[config.mk]
export PLATFORM = sky130hd
export DESIGN_NAME = oam_dma_controller
export DESIGN_NICKNAME = d
export VERILOG_FILES = /design/src/rtl/oam_dma_controller.sv
export SDC_FILE = /design/constraint.sdc
export NUM_CORES = 1
export LEC_CHECK = 0
export CAP_MARGIN = 10
export CORE_UTILIZATION = 48
export DETAILED_ROUTE_END_ITERATION = 8
export MAX_ROUTING_LAYER = met4
export PLACE_DENSITY = 0.84
export SETUP_SLACK_MARGIN = 0.15
export SLEW_MARGIN = 20
export SYNTH_ARGS = -nofsm -noshare
export SYNTH_HDL_FRONTEND = slang
export SYNTH_SLANG_ARGS = --single-unit
[constraint.sdc]
create_clock -name clk -period 2.5 [get_ports clk]
set_input_delay 0.5 -clock clk [delete_from_list [all_inputs] [get_ports clk]]
set_output_delay 0.5 -clock clk [all_outputs]
set_load 0.005 [all_outputs]
[src/rtl/oam_dma_controller.sv]
// OAM DMA sequencer: copies NUM_BYTES bytes from page {page_eff,8'h00} into OAM,
// one byte per BYTE_CYCLES clocks, with every output driven from a register.
module oam_dma_controller #(
    parameter int NUM_BYTES    = 160,
    parameter int BYTE_CYCLES  = 4,
    parameter int READ_LATENCY = 2
) (
    input  logic        clk,
    input  logic        rst,
    input  logic        dma_start,
    input  logic [7:0]  dma_page,
    output logic [15:0] src_address,
    output logic        src_oe,
    input  logic [7:0]  src_data,
    output logic [7:0]  oam_address,
    output logic [7:0]  oam_data,
    output logic        oam_we,
    output logic        active,
    output logic        done
);

    localparam int SW = (BYTE_CYCLES > 2) ? $clog2(BYTE_CYCLES) : 1;
    localparam logic [SW-1:0] LAST_SLOT = SW'(BYTE_CYCLES - 1);
    localparam logic [SW-1:0] PRE_SLOT  = SW'(BYTE_CYCLES - 2);
    localparam logic [SW-1:0] SMP_SLOT  = SW'(READ_LATENCY);
    localparam logic [7:0]    LAST_IDX  = 8'(NUM_BYTES - 1);

    typedef enum logic [1:0] {IDLE, START, XFER} state_t;

    state_t        state_q;
    logic [7:0]    index_q;
    logic [SW-1:0] slot_q;
    logic [7:0]    page_q;
    logic [15:0]   src_address_q;
    logic          src_oe_q;
    logic [7:0]    oam_address_q;
    logic [7:0]    oam_data_q;
    logic          oam_we_q;
    logic          active_q;
    logic          done_q;

    logic [7:0]    page_d;
    logic [7:0]    index_inc;

    // Pages 0xE0-0xFF alias the work RAM echo region.
    assign page_d    = (dma_page < 8'hE0) ? dma_page : (dma_page & 8'hDF);
    assign index_inc = index_q + 8'd1;

    always_ff @(posedge clk) begin
        if (rst) begin
            state_q       <= IDLE;
            index_q       <= '0;
            slot_q        <= '0;
            page_q        <= '0;
            src_address_q <= '0;
            src_oe_q      <= 1'b0;
            oam_address_q <= '0;
            oam_data_q    <= '0;
            oam_we_q      <= 1'b0;
            active_q      <= 1'b0;
            done_q        <= 1'b0;
        end else begin
            done_q   <= 1'b0;
            oam_we_q <= 1'b0;
            if (dma_start) begin
                // A start while busy abandons the current copy without a done pulse.
                state_q       <= START;
                page_q        <= page_d;
                index_q       <= '0;
                slot_q        <= '0;
                active_q      <= 1'b1;
                src_oe_q      <= 1'b0;
                src_address_q <= '0;
                oam_address_q <= '0;
                oam_data_q    <= '0;
            end else begin
                case (state_q)
                    START: begin
                        state_q       <= XFER;
                        index_q       <= '0;
                        slot_q        <= '0;
                        src_oe_q      <= 1'b1;
                        src_address_q <= {page_q, 8'h00};
                        oam_address_q <= '0;
                    end
                    XFER: begin
                        // src_data is captured in the first slot it is valid, and the
                        // write strobe is raised so it lands in the byte's last slot.
                        if (slot_q == SMP_SLOT) oam_data_q <= src_data;
                        oam_we_q <= (slot_q == PRE_SLOT);
                        if (slot_q == LAST_SLOT) begin
                            slot_q <= '0;
                            if (index_q == LAST_IDX) begin
                                state_q       <= IDLE;
                                index_q       <= '0;
                                active_q      <= 1'b0;
                                done_q        <= 1'b1;
                                src_oe_q      <= 1'b0;
                                src_address_q <= '0;
                                oam_address_q <= '0;
                                oam_data_q    <= '0;
                            end else begin
                                index_q       <= index_inc;
                                src_address_q <= {page_q, index_inc};
                                oam_address_q <= index_inc;
                            end
                        end else begin
                            slot_q <= slot_q + 1'b1;
                        end
                    end
                    default: begin
                        state_q <= IDLE;
                    end
                endcase
            end
        end
    end

    assign src_address = src_address_q;
    assign src_oe      = src_oe_q;
    assign oam_address = oam_address_q;
    assign oam_data    = oam_data_q;
    assign oam_we      = oam_we_q;
    assign active      = active_q;
    assign done        = done_q;

endmodule
; After elaboration in Yosys (flattened, before gate mapping)
; Index checks and enable logic that the tools add are counted.
[totals]
reg_bits = 48
out_inout_bits = 36
input_bits = 19
elab_cells = 59
[classes]
mux = 22
reduce_logical = 12
n_lt_le_gt_ge = 1
eq_ne = 9
n_addsub = 2
bitwise_logic = 2
[ops]
columns = op, count
row1 = $mux 8, 5
row2 = $mux 16, 2
row3 = $pmux 16 s2, 1
row4 = $pmux 8 s2, 1
row5 = $add 8x1->8 const B, 1
row6 = $eq 8x8->1 const B, 1
row7 = $lt 8x8->1 const B, 1
row8 = $pmux 2 s2, 2
row9 = $reduce_bool 2->1, 4
row10 = $eq 2x2->1 const B, 3
row11 = $mux 1, 6
row12 = $mux 2, 3
row13 = $mux 6, 1
row14 = $ne 3x3->1 const B, 2
row15 = $reduce_and 2->1, 3
row16 = $reduce_and 3->1, 2
row17 = $ne 2x2->1 const B, 2
row18 = $reduce_or 4->1, 1
row19 = $reduce_or 3->1, 1
row20 = $add 2x1->2 const B, 1
row21 = $eq 2x1->1 const B, 1
row22 = $not 1->1, 2
row23 = $pmux 1 s2, 1
row24 = $reduce_or 2->1, 1

; Logic depth before layout (Yosys ltp)
; Gate-level depths: netlist of the first run.
[logic_depth]
word_depth = 5
ltp_mapped = 7
ltp_nobuf = 6

; Worst setup path after synthesis of the first run
; No wires, ideal clock.
[synth_path]
path_kind = flip-flop to flip-flop
start = reg state_q[0]
end = reg src_address_q[10] (netlist: src_address[10])
period_less_slack_ns = 1.660
t_required_ns = 2.383
setup_time_ns = 0.117
stages_incl_launch_ff = 8
t_arrival_ns = 1.543
path_buffers = 2
setup_slack_ns = 0.840
cell_sequence = dfxtp_1 -> inv_1 -> ha_1 -> buf_6 -> mux2_4 -> and3_4 -> buf_6 -> a22o_1
[synth_between]
elab_chain_len = 3
word_cells_on_any_way = 6
cone_classes = eq/ne (3) / mux (1) / reduce/logical (2)
[synth_rtl]
columns = item, line_no
row1 = from (decl), 30  ; state_t state_q;
row2 = from (signal assigned), 51  ; state_q <= IDLE;
row3 = from (signal assigned), 67  ; state_q <= START;
row4 = from (signal assigned), 79  ; state_q <= XFER;
row5 = $eq 2x2->1 / $eq 2x1->1 (equally long branches), 77  ; case (state_q)
row6 = $ne 2x2->1 (no source line) / $reduce_bool 2->1 (equally long branches), -
row7 = $reduce_and 2->1 (no source line), -
row8 = to (signal assigned), 83  ; src_address_q <= {page_q, 8'h00};
row9 = to (signal assigned), 104  ; src_address_q <= {page_q, index_inc};
row10 = to (decl), 34  ; logic [15:0] src_address_q;
; Parallel ways exist; a longest one is shown, timed or not.
; A chain may end at the register's enable or synchronous reset.

; Final worst setup path of the first run
[layout_path]
start = reg src_address_q[0] (netlist: src_address[0])
end = out src_address[0]
[layout_rtl]
columns = item, line_no
row1 = to (decl), 12  ; output logic [15:0] src_address,
; No word-level cell between the ends.

==> results.toml, run 1 <==
[detailed_routing]
drt_iter0_markers = 69
routed_wl_um = 3238
wl_per_cell_um = 11.99
vias_per_cell = 5.044
drc_errors = 0
vias = 1362
drtPass1Iterations = 4
ant_nets = 0

[cells_and_area]
multiInputGateArea_um2 = 711.9
fin_nets = 250
num-fill-cells = 282
postLayoutCoreUtil = 0.6952
regArea_um2 = 800.8
antenna_cells = 0
layout_common_cells = "clkdlybuf4s50_1 (54), dfxtp_1 (40), nor2_1 (25)"
stdcell_count = 270
mostFrequentLayoutCell = "clkdlybuf4s50_1"
post_route_cells_drive_above_1_share = 0.05752
syn_to_final_growth_pct = 34.05

[global_routing]
grt_pass1_wl_um = 5278
antenna_found_initial = 0
grt_use_total = 0.2026
grt_max_degree = 15
grt_pass1_vias = 1233
overflow = 0

[sta]
rsz0062_at_grt = "no"
min_period_ps = 1858
skew_ps = 5.800
fmaxAchievable_mhz = 538.1
whs_ps = 460.6
hold_viol = 0
worstMarginPinSlew_ps = 513.8
period_share = 0.7433
finalSetupTns_ps = 0
setup_viol = 0
maxSlewHeadroom = 0.6552
report.final.slew_viol_count = 0

[yosys]
yosysWarnings = 0
syn_inst = 178
ys_ff_latch = 40
synth_top_area_share = 0.4897
yosys.cell_types.count = 30
synthTopCellsByArea = "dfxtp_1 (49%), nor2_1 (5.7%), a21oi_1 (5.2%)"
syn_nets = 202
synth_seq_area_share = 0.4897
netlist_area_um2 = 1635
avgSynthCellArea_um2 = 9.187
synth_top_area_cell = "dfxtp_1"

[hold_path]
hold_class = "reg -> reg"

[clock_network]
ctsResizeCount = 0
cts_buffer_depth = 2
cts_buffers = 5
cts_tree = "built"
clock_latency_ps = 340
cts_htree_levels = 2
cts_setup_buffers = 0
path_clk_slew_ps = 110
cts-hold-fix-buffers = 0
cts.sinks = 40
cts_root_buffer = "clkbuf_4"

[critical_path]
cp_top_family = "buffers and inverters"
slowest_delay_ps = 550
cp-end-kind = "primary output"
path_cells = "clkdlybuf4s50_1"
critical_path_required_ps = 2000
crit_path_start_kind = "register"
worst-path-max-fanout = 7
worstSetupPathType = "reg -> out"
crit_buf_inv = 1
cp_slowest_cell = "clkdlybuf4s50_1"
cp.arrival_ps = 1360

[die]
rows = 20
fp.dieArea_um2 = 3645
die_w_um = 60.37
core_um2 = 3153
die_h_um = 60.37
start_util = 0.5187
ioPinCount = 55

[placement]
numPortBuffers = 54
gp_congestion = 0.8257
place_hpwl_um = 2382
dp_cells = 263

[flow_run]
drv_cap = 0

[pwr]
seq_power_share = 0.630
p_per_area_nw_per_um2 = 476.5
p_switching_mw = 0.2384
switching_share = 0.2282
p_clk_frac = 0.281
ir_drop_uv = 304.6
leakagePower_nw = 0.8027
p_int_mw = 0.8062
pwr-share-comb = 0.089

[outcome]
status = "complete, no violations"
-- stage by stage --
stage	setup slack, ps	total power, mW	instance area [um^2]
after global placement	535.7	0.7642	2146
after CTS	630.6	1.054	2192
after floorplan	840.2	0.7176	1635
after detailed placement	477.3	0.7658	2146
after global routing	535.3	1.094	2192
final	641.6	1.045	2192
-- registers in the layout, indices dropped and copies added (netlist names) --
name and cells:
oam_data 8, src_oe 1, state_q 2, active 1
slot_q 2, page_q 8, done 1, src_address 16
oam_we 1
-- power groups by stage --
stage | sequential [mW] | combinational, mW | clock (mW)
finish | 0.659 | 0.0925 | 0.293
global route | 0.661 | 0.103 | 0.330
floorplan | 0.671 | 0.0467 | 0
global placement | 0.673 | 0.0913 | 0
CTS | 0.659 | 0.0933 | 0.302
detailed placement | 0.673 | 0.0928 | 0
-- synth_stat cells --
| cell type | count |
|---|---|
| a21oi_1 | 17 |
| a22o_1 | 7 |
| a22oi_1 | 1 |
| a31oi_1 | 1 |
| and3_1 | 2 |
| and3_4 | 1 |
| and4bb_1 | 1 |
| buf_2 | 2 |
| buf_4 | 8 |
| buf_6 | 2 |
| clkbuf_1 | 4 |
| dfxtp_1 | 40 |
| ha_1 | 5 |
| inv_1 | 3 |
| inv_2 | 1 |
| mux2_4 | 1 |
| mux2i_1 | 8 |
| nand2_1 | 16 |
| nand2b_1 | 1 |
| nand3_1 | 13 |
| nand4_1 | 6 |
| nor2_1 | 25 |
| nor2_2 | 1 |
| nor3_1 | 1 |
| nor4_1 | 1 |
| o21ai_0 | 1 |
| o21ai_1 | 1 |
| or2_0 | 1 |
| xnor2_1 | 2 |
| xor2_1 | 5 |
-- worst register-to-register path, cell delays in order (launching register included) --
cell and delay [ps]:
dfxtp_1 470, ha_1 250, and4bb_1 310, a21oi_1 90
o21ai_1 430, nor2_1 110
-- layer usage --
layer  routed length (um)  track usage  vias up
met5                    0            -        -
met4                   34      0.09635        0
met3                  165      0.04691        6
met2                 1493       0.3187       48
met1                 1545       0.2440      606
li1                     -            -      702
-- worst paths after layout --
kind / from / to / slack (ps) / cells past startpoint
worst max register to register: src_address[0] / src_address[7] / 720 / 5
worst min register to register: oam_data[0] / oam_data[0] / 460 / 2
worst max-delay path: src_address[0] / src_address[0] / 640 / 1
worst min-delay path: oam_data[0] / oam_data[0] / 460 / 2
-- cells by family after synthesis --
kind of cell / count (synthesis) / synth area share
and+or+nand+nor: 69 / 0.1974
DFF: 40 / 0.4897
AOI/OAI and AO/OA: 28 / 0.1041
buffers and inverters: 20 / 0.07498
muxes: 9 / 0.05815
xor gates and xnor gates: 7 / 0.03749
adders and majority gates: 5 / 0.03826
-- cell type report --
cell class	count	share of cell area
multi-input cells	118	0.3248
well taps	44	0.02511
repair buffers	57	0.2568
inverters	4	0.006849
clock inverters	1	0.002283
flip-flops and latches	40	0.3653
clock buffers	6	0.01884
No activity file was read; power rests on OpenSTA's default activity.
==> run 2: changes to the inputs <==
--- a/config.mk
+++ b/config.mk
@@ -6,10 +6,10 @@
 export NUM_CORES = 1
 export LEC_CHECK = 0
 export CAP_MARGIN = 10
-export CORE_UTILIZATION = 48
+export CORE_UTILIZATION = 45
 export DETAILED_ROUTE_END_ITERATION = 8
 export MAX_ROUTING_LAYER = met4
-export PLACE_DENSITY = 0.84
+export PLACE_DENSITY = 0.79
 export SETUP_SLACK_MARGIN = 0.15
 export SLEW_MARGIN = 20
 export SYNTH_ARGS = -nofsm -noshare
==> constraint.sdc (replaced) <==
create_clock -name clk -period 1.8 [get_ports clk]
set_input_delay 0.36 -clock clk [delete_from_list [all_inputs] [get_ports clk]]
set_output_delay 0.36 -clock clk [all_outputs]
set_load 0.005 [all_outputs]
==> run 2 against run 1 <==
  * Count of clock-buffer cells in the layout unchanged
  * Sequential power grew 38%
  * Global-route usage shrank 0.13 points
  * Utilization decreased by 3.4 points
  * Routed wire length grew 2.2%
  * Clock skew grew 8.1 ps
  * Largest power group unchanged
  * First-iteration DRC count is 42% lower
  * Cell count grew 3.3%
  * Die area up 6.4%
  * Flip-flop and latch count did not move
  * Critical endpoint is now oam_address[6]
  * Critical path depth unchanged
  * Cell area up 3.0%
==> results.toml, run 2 (synthesis results as in run 1) <==
[outcome]
status = "complete, no violations"

[detailed_routing]
ant_nets = 0
drc_errors = 0
vias_per_cell = 4.921
vias = 1373
drtPass1Iterations = 4
drt_iter0_markers = 40
routed_wl_um = 3309
wl_per_cell_um = 11.86

[critical_path]
path_cells = "clkdlybuf4s50_1"
slowest_delay_ps = 510
crit_buf_inv = 1
cp-end-kind = "primary output"
crit_path_start_kind = "register"
cp_top_family = "buffers and inverters"
cp_slowest_cell = "clkdlybuf4s50_1"
cp.arrival_ps = 1230
worstSetupPathType = "reg -> out"
worst-path-max-fanout = 5
critical_path_required_ps = 1440

[sta]
setup_ws_ps = 205.9
hold_viol = 0
worstMarginPinSlew_ps = 291.1
rsz0062_at_grt = "yes"
report.final.slew_viol_count = 0
period_share = 0.8856
finalSetupTns_ps = 0
maxSlewHeadroom = 0.8004
setup_viol = 0
fmaxAchievable_mhz = 627.3
min_period_ps = 1594
skew_ps = 13.86

[cells_and_area]
largest_register_ffs = 16
stdcell_count = 279
fin_nets = 257
post_route_cells_drive_above_1_share = 0.1288
postLayoutCoreUtil = 0.6612
mostFrequentLayoutCell = "clkdlybuf4s50_1"
syn_to_final_growth_pct = 38.10
layout_common_cells = "clkdlybuf4s50_1 (50), dfxtp_1 (31), nor2_1 (25)"
antenna_cells = 0

[clock_network]
cts_htree_levels = 2
cts.sinks = 40
cts_tree = "built"
cts_root_buffer = "clkbuf_4"
cts_setup_buffers = 0
clock_latency_ps = 340
path_clk_slew_ps = 110
cts_buffer_depth = 2
cts_buffers = 5
cts-hold-fix-buffers = 0

[global_routing]
grt_max_degree = 12
grt_pass1_wl_um = 6058
grt_pass1_vias = 1331
overflow = 0
grt_use_total = 0.2013
antenna_found_initial = 0

[flow_run]
drv_cap = 0

[die]
rows = 21
ioPinCount = 55
fp.dieArea_um2 = 3879
die_w_um = 62.29
die_h_um = 62.29
core_um2 = 3416
start_util = 0.4788

[pwr]
p_switching_mw = 0.3320
leakagePower_nw = 0.8589
p_int_mw = 1.122
p_clk_frac = 0.280
post-layout-total-power_mw = 1.454
ir_drop_uv = 524.1
pwr-share-comb = 0.095
seq_power_share = 0.626
switching_share = 0.2284
p_per_area_nw_per_um2 = 643.7

[placement]
pre_cts_slack_ps = 152.1
dp_cells = 272
gp_congestion = 0.7309
place_hpwl_um = 2488
numPortBuffers = 54

[hold_path]
hold_class = "reg -> reg"
[run 2: changes by cell type in the layout (fill, tap and decap cells not counted)]
cell	before	now
clkdlybuf4s50_1	54	50
dfxtp_2	0	7
and4bb_2	0	1
dlygate4sd2_1	0	4
dfxtp_1	40	31
dfxtp_4	0	2
and4bb_1	1	0
buf_4	3	10
[run 2: through the flow]
stage,area [um^2],hold slack (ps)
after floorplan,1637,442.9
after global placement,2202,442.6
after detailed placement,2202,448.0
after CTS,2252,463.7
after global routing,2258,498.0
final,2258,459.3
[run 2: timing repair]
action,in CTS,in global routing
cloned,0,0
setup endpoints to repair,14,11
endpoints found under the hold margin,0,0
resized for setup,11,4
[run 2: routing by layer]
layer | track usage | part of all wire
met1 | 0.2538 | 0.47
met4 | 0.05233 | 0.012
met3 | 0.06250 | 0.050
met5 | - | 0
met2 | 0.3132 | 0.47
[run 2: layout make-up]
class,count,area [um^2]
sequential,40,817.0
clock inverter,1,5.005
multi-input combinational,118,711.9
fill,298,1157
clock buffer,6,41.29
timing repair buffer,64,610.6
inverter,4,15.01
tap,46,57.56
[run 2: worst register-to-register path: cells and delay by family, from the launching register on]
family          cells  cell delay (ps)
buf+inv             1               50
compound gates      1              230
flops               1              370
simple gates        1              240
fa+ha+maj           1              230
mux                 1              360
[run 2: worst paths after layout]
path	end	cells past startpoint	slack (ps)	startpoint
setup reg to reg	src_address[15]	5	220	state_q[1]
setup / recovery	oam_address[6]	1	210	src_address[6]
hold / removal	oam_data[0]	2	460	oam_data[0]
hold reg to reg	oam_data[0]	2	460	oam_data[0]
[run 2: power by group through the flow]
stage          Clock, mW  Combinational (mW)  Sequential, mW
2_1_floorplan          0              0.0649           0.932
3_3_place_gp           0               0.138           0.932
3_5_place_dp           0               0.140           0.933
4_1_cts            0.419               0.139           0.913
5_1_grt            0.464               0.153           0.913
6_report           0.407               0.138           0.909
==> run 3: changes to the inputs <==
--- a/config.mk
+++ b/config.mk
@@ -8,9 +8,10 @@
 export CAP_MARGIN = 10
 export CORE_UTILIZATION = 45
 export DETAILED_ROUTE_END_ITERATION = 8
+export GPL_ROUTABILITY_DRIVEN = 0
 export MAX_ROUTING_LAYER = met4
 export PLACE_DENSITY = 0.79
-export SETUP_SLACK_MARGIN = 0.15
+export SETUP_SLACK_MARGIN = 0.05
 export SLEW_MARGIN = 20
 export SYNTH_ARGS = -nofsm -noshare
 export SYNTH_HDL_FRONTEND = slang
==> run 3 against run 2 <==
  * Via count shrank 0.15%
  * Register-to-register slack got worse by 20 ps
  * Critical endpoint is now oam_address[5]
  * Utilization fell by 0.26 points
  * First-iteration DRC count up 7.5%
  * Flip-flop and latch count did not move
  * Sequential share of layout area shrank 0.47 points
  * Non-clock buffer count stayed put
  * Largest cell class unchanged
  * Cell area down 0.39%
  * Highest routed layer unchanged
  * Largest power group unchanged
  * Clock skew decreased by 5.5 ps
  * Cell count is the same
==> results.toml, run 3 (synthesis results as in run 1) <==
[outcome]
status = "complete, no violations"

[placement]
place_hpwl_um = 2443
numPortBuffers = 54

[sta]
report.final.slew_viol_count = 0
setup_viol = 0
rsz0062_at_grt = "no"
worstMarginPinSlew_ps = 331.3
maxSlewHeadroom = 0.7791
finalSetupTns_ps = 0
skew_ps = 8.349
hold_viol = 0
min_period_ps = 1684
period_share = 0.9355
fmaxAchievable_mhz = 593.9

[cells_and_area]
fin_nets = 257
layout_common_cells = "clkdlybuf4s50_1 (54), dfxtp_1 (38), nor2_1 (25)"
mostFrequentLayoutCell = "clkdlybuf4s50_1"
syn_to_final_growth_pct = 37.57
post_route_cells_drive_above_1_share = 0.09442
largest_register_ffs = 16
antenna_cells = 0

[critical_path]
worstSetupPathType = "reg -> out"
worst-path-max-fanout = 6
path_cells = "clkdlybuf4s50_1"
cp_top_family = "buffers and inverters"
crit_path_start_kind = "register"
crit_buf_inv = 1
slowest_delay_ps = 550
cp-end-kind = "primary output"
cp_slowest_cell = "clkdlybuf4s50_1"
critical_path_required_ps = 1440
cp.arrival_ps = 1320

[die]
die_h_um = 62.29
die_w_um = 62.29
ioPinCount = 55
fp.dieArea_um2 = 3879
start_util = 0.4788
rows = 21
core_um2 = 3416

[detailed_routing]
vias_per_cell = 4.914
ant_nets = 0
wl_per_cell_um = 11.91
drt_iter0_markers = 43
drc_errors = 0
routed_wl_um = 3324
drtPass1Iterations = 4
vias = 1371

[clock_network]
cts.sinks = 40
path_clk_slew_ps = 110
cts_root_buffer = "clkbuf_4"
cts_htree_levels = 2
cts_buffer_depth = 2
cts_tree = "built"
cts_setup_buffers = 0
clock_latency_ps = 350
cts_buffers = 5

[global_routing]
grt_pass1_wl_um = 5582
busiest_layer = "met2"
overflow = 0
antenna_found_initial = 0
use_met3 = 0.06618
grt_use_met1 = 0.2229
grt_use_met2 = 0.2926
grt_use_total = 0.1853
grt_max_degree = 12
grt_pass1_vias = 1227

[pwr]
p_int_mw = 1.126
post-layout-total-power_mw = 1.462
switching_share = 0.2302
p_clk_frac = 0.282
leakagePower_nw = 0.8391
p_per_area_nw_per_um2 = 649.9
seq_power_share = 0.625
ir_drop_uv = 444.7
pwr-share-comb = 0.094
p_switching_mw = 0.3365

[hold_path]
hold_class = "reg -> reg"

[flow_run]
drv_cap = 0
[run 3: worst paths after layout]
path	start	to	slack, ps	cells after the start
setup / recovery	src_address[5]	oam_address[5]	120	1
hold / removal	oam_data[7]	oam_data[7]	460	2
setup reg to reg	state_q[1]	src_address[15]	200	5
hold reg to reg	oam_data[7]	oam_data[7]	460	2
[run 3: timing repair]
| item | CTS | global route |
|---|---|---|
| hold endpoints to repair | 0 | 0 |
| gates resized for setup | 0 | 2 |
| hold buffers | 0 | 0 |
| setup endpoints to repair | 0 | 4 |
[run 3: layout make-up]
| cell class | instances | area [um^2] |
|---|---|---|
| Fill cell | 320 | 1166 |
| Timing Repair Buffer | 64 | 615.6 |
| Clock buffer | 6 | 41.29 |
| Sequential cell | 40 | 803.3 |
| Clock inverter | 1 | 5.005 |
| Multi-Input combinational cell | 118 | 711.9 |
| Tap cell | 46 | 57.56 |
| Inverter | 4 | 15.01 |
[run 3: stage by stage]
stage | area [um^2] | utilization | hold slack, ps | worst slack (ps) | std cells
6_report | 2250 | 0.6586 | 458.8 | 116.2 | 279
5_1_grt | 2250 | 0.6586 | 478.7 | 54.56 | 279
4_1_cts | 2247 | 0.6579 | 463.0 | 57.94 | 279
3_5_place_dp | 2201 | 0.6443 | 447.3 | 133.6 | 272
3_3_place_gp | 2201 | 0.6443 | 443.9 | 188.3 | 272
2_1_floorplan | 1635 | - | 442.9 | 140.2 | 178
[run 3: metal layers]
metal / routed length [um] / vias up
met1: 1547 / 619
met2: 1589 / 37
met3: 147 / 5
li1: - / 710
met4: 40 / 0
met5: 0 / -
[run 3: power groups by stage]
stage | logic, mW | registers, mW | clock network [mW]
floorplan | 0.0649 | 0.932 | 0
global placement | 0.136 | 0.933 | 0
detailed placement | 0.138 | 0.933 | 0
CTS | 0.139 | 0.913 | 0.423
global route | 0.151 | 0.916 | 0.476
finish | 0.137 | 0.913 | 0.412
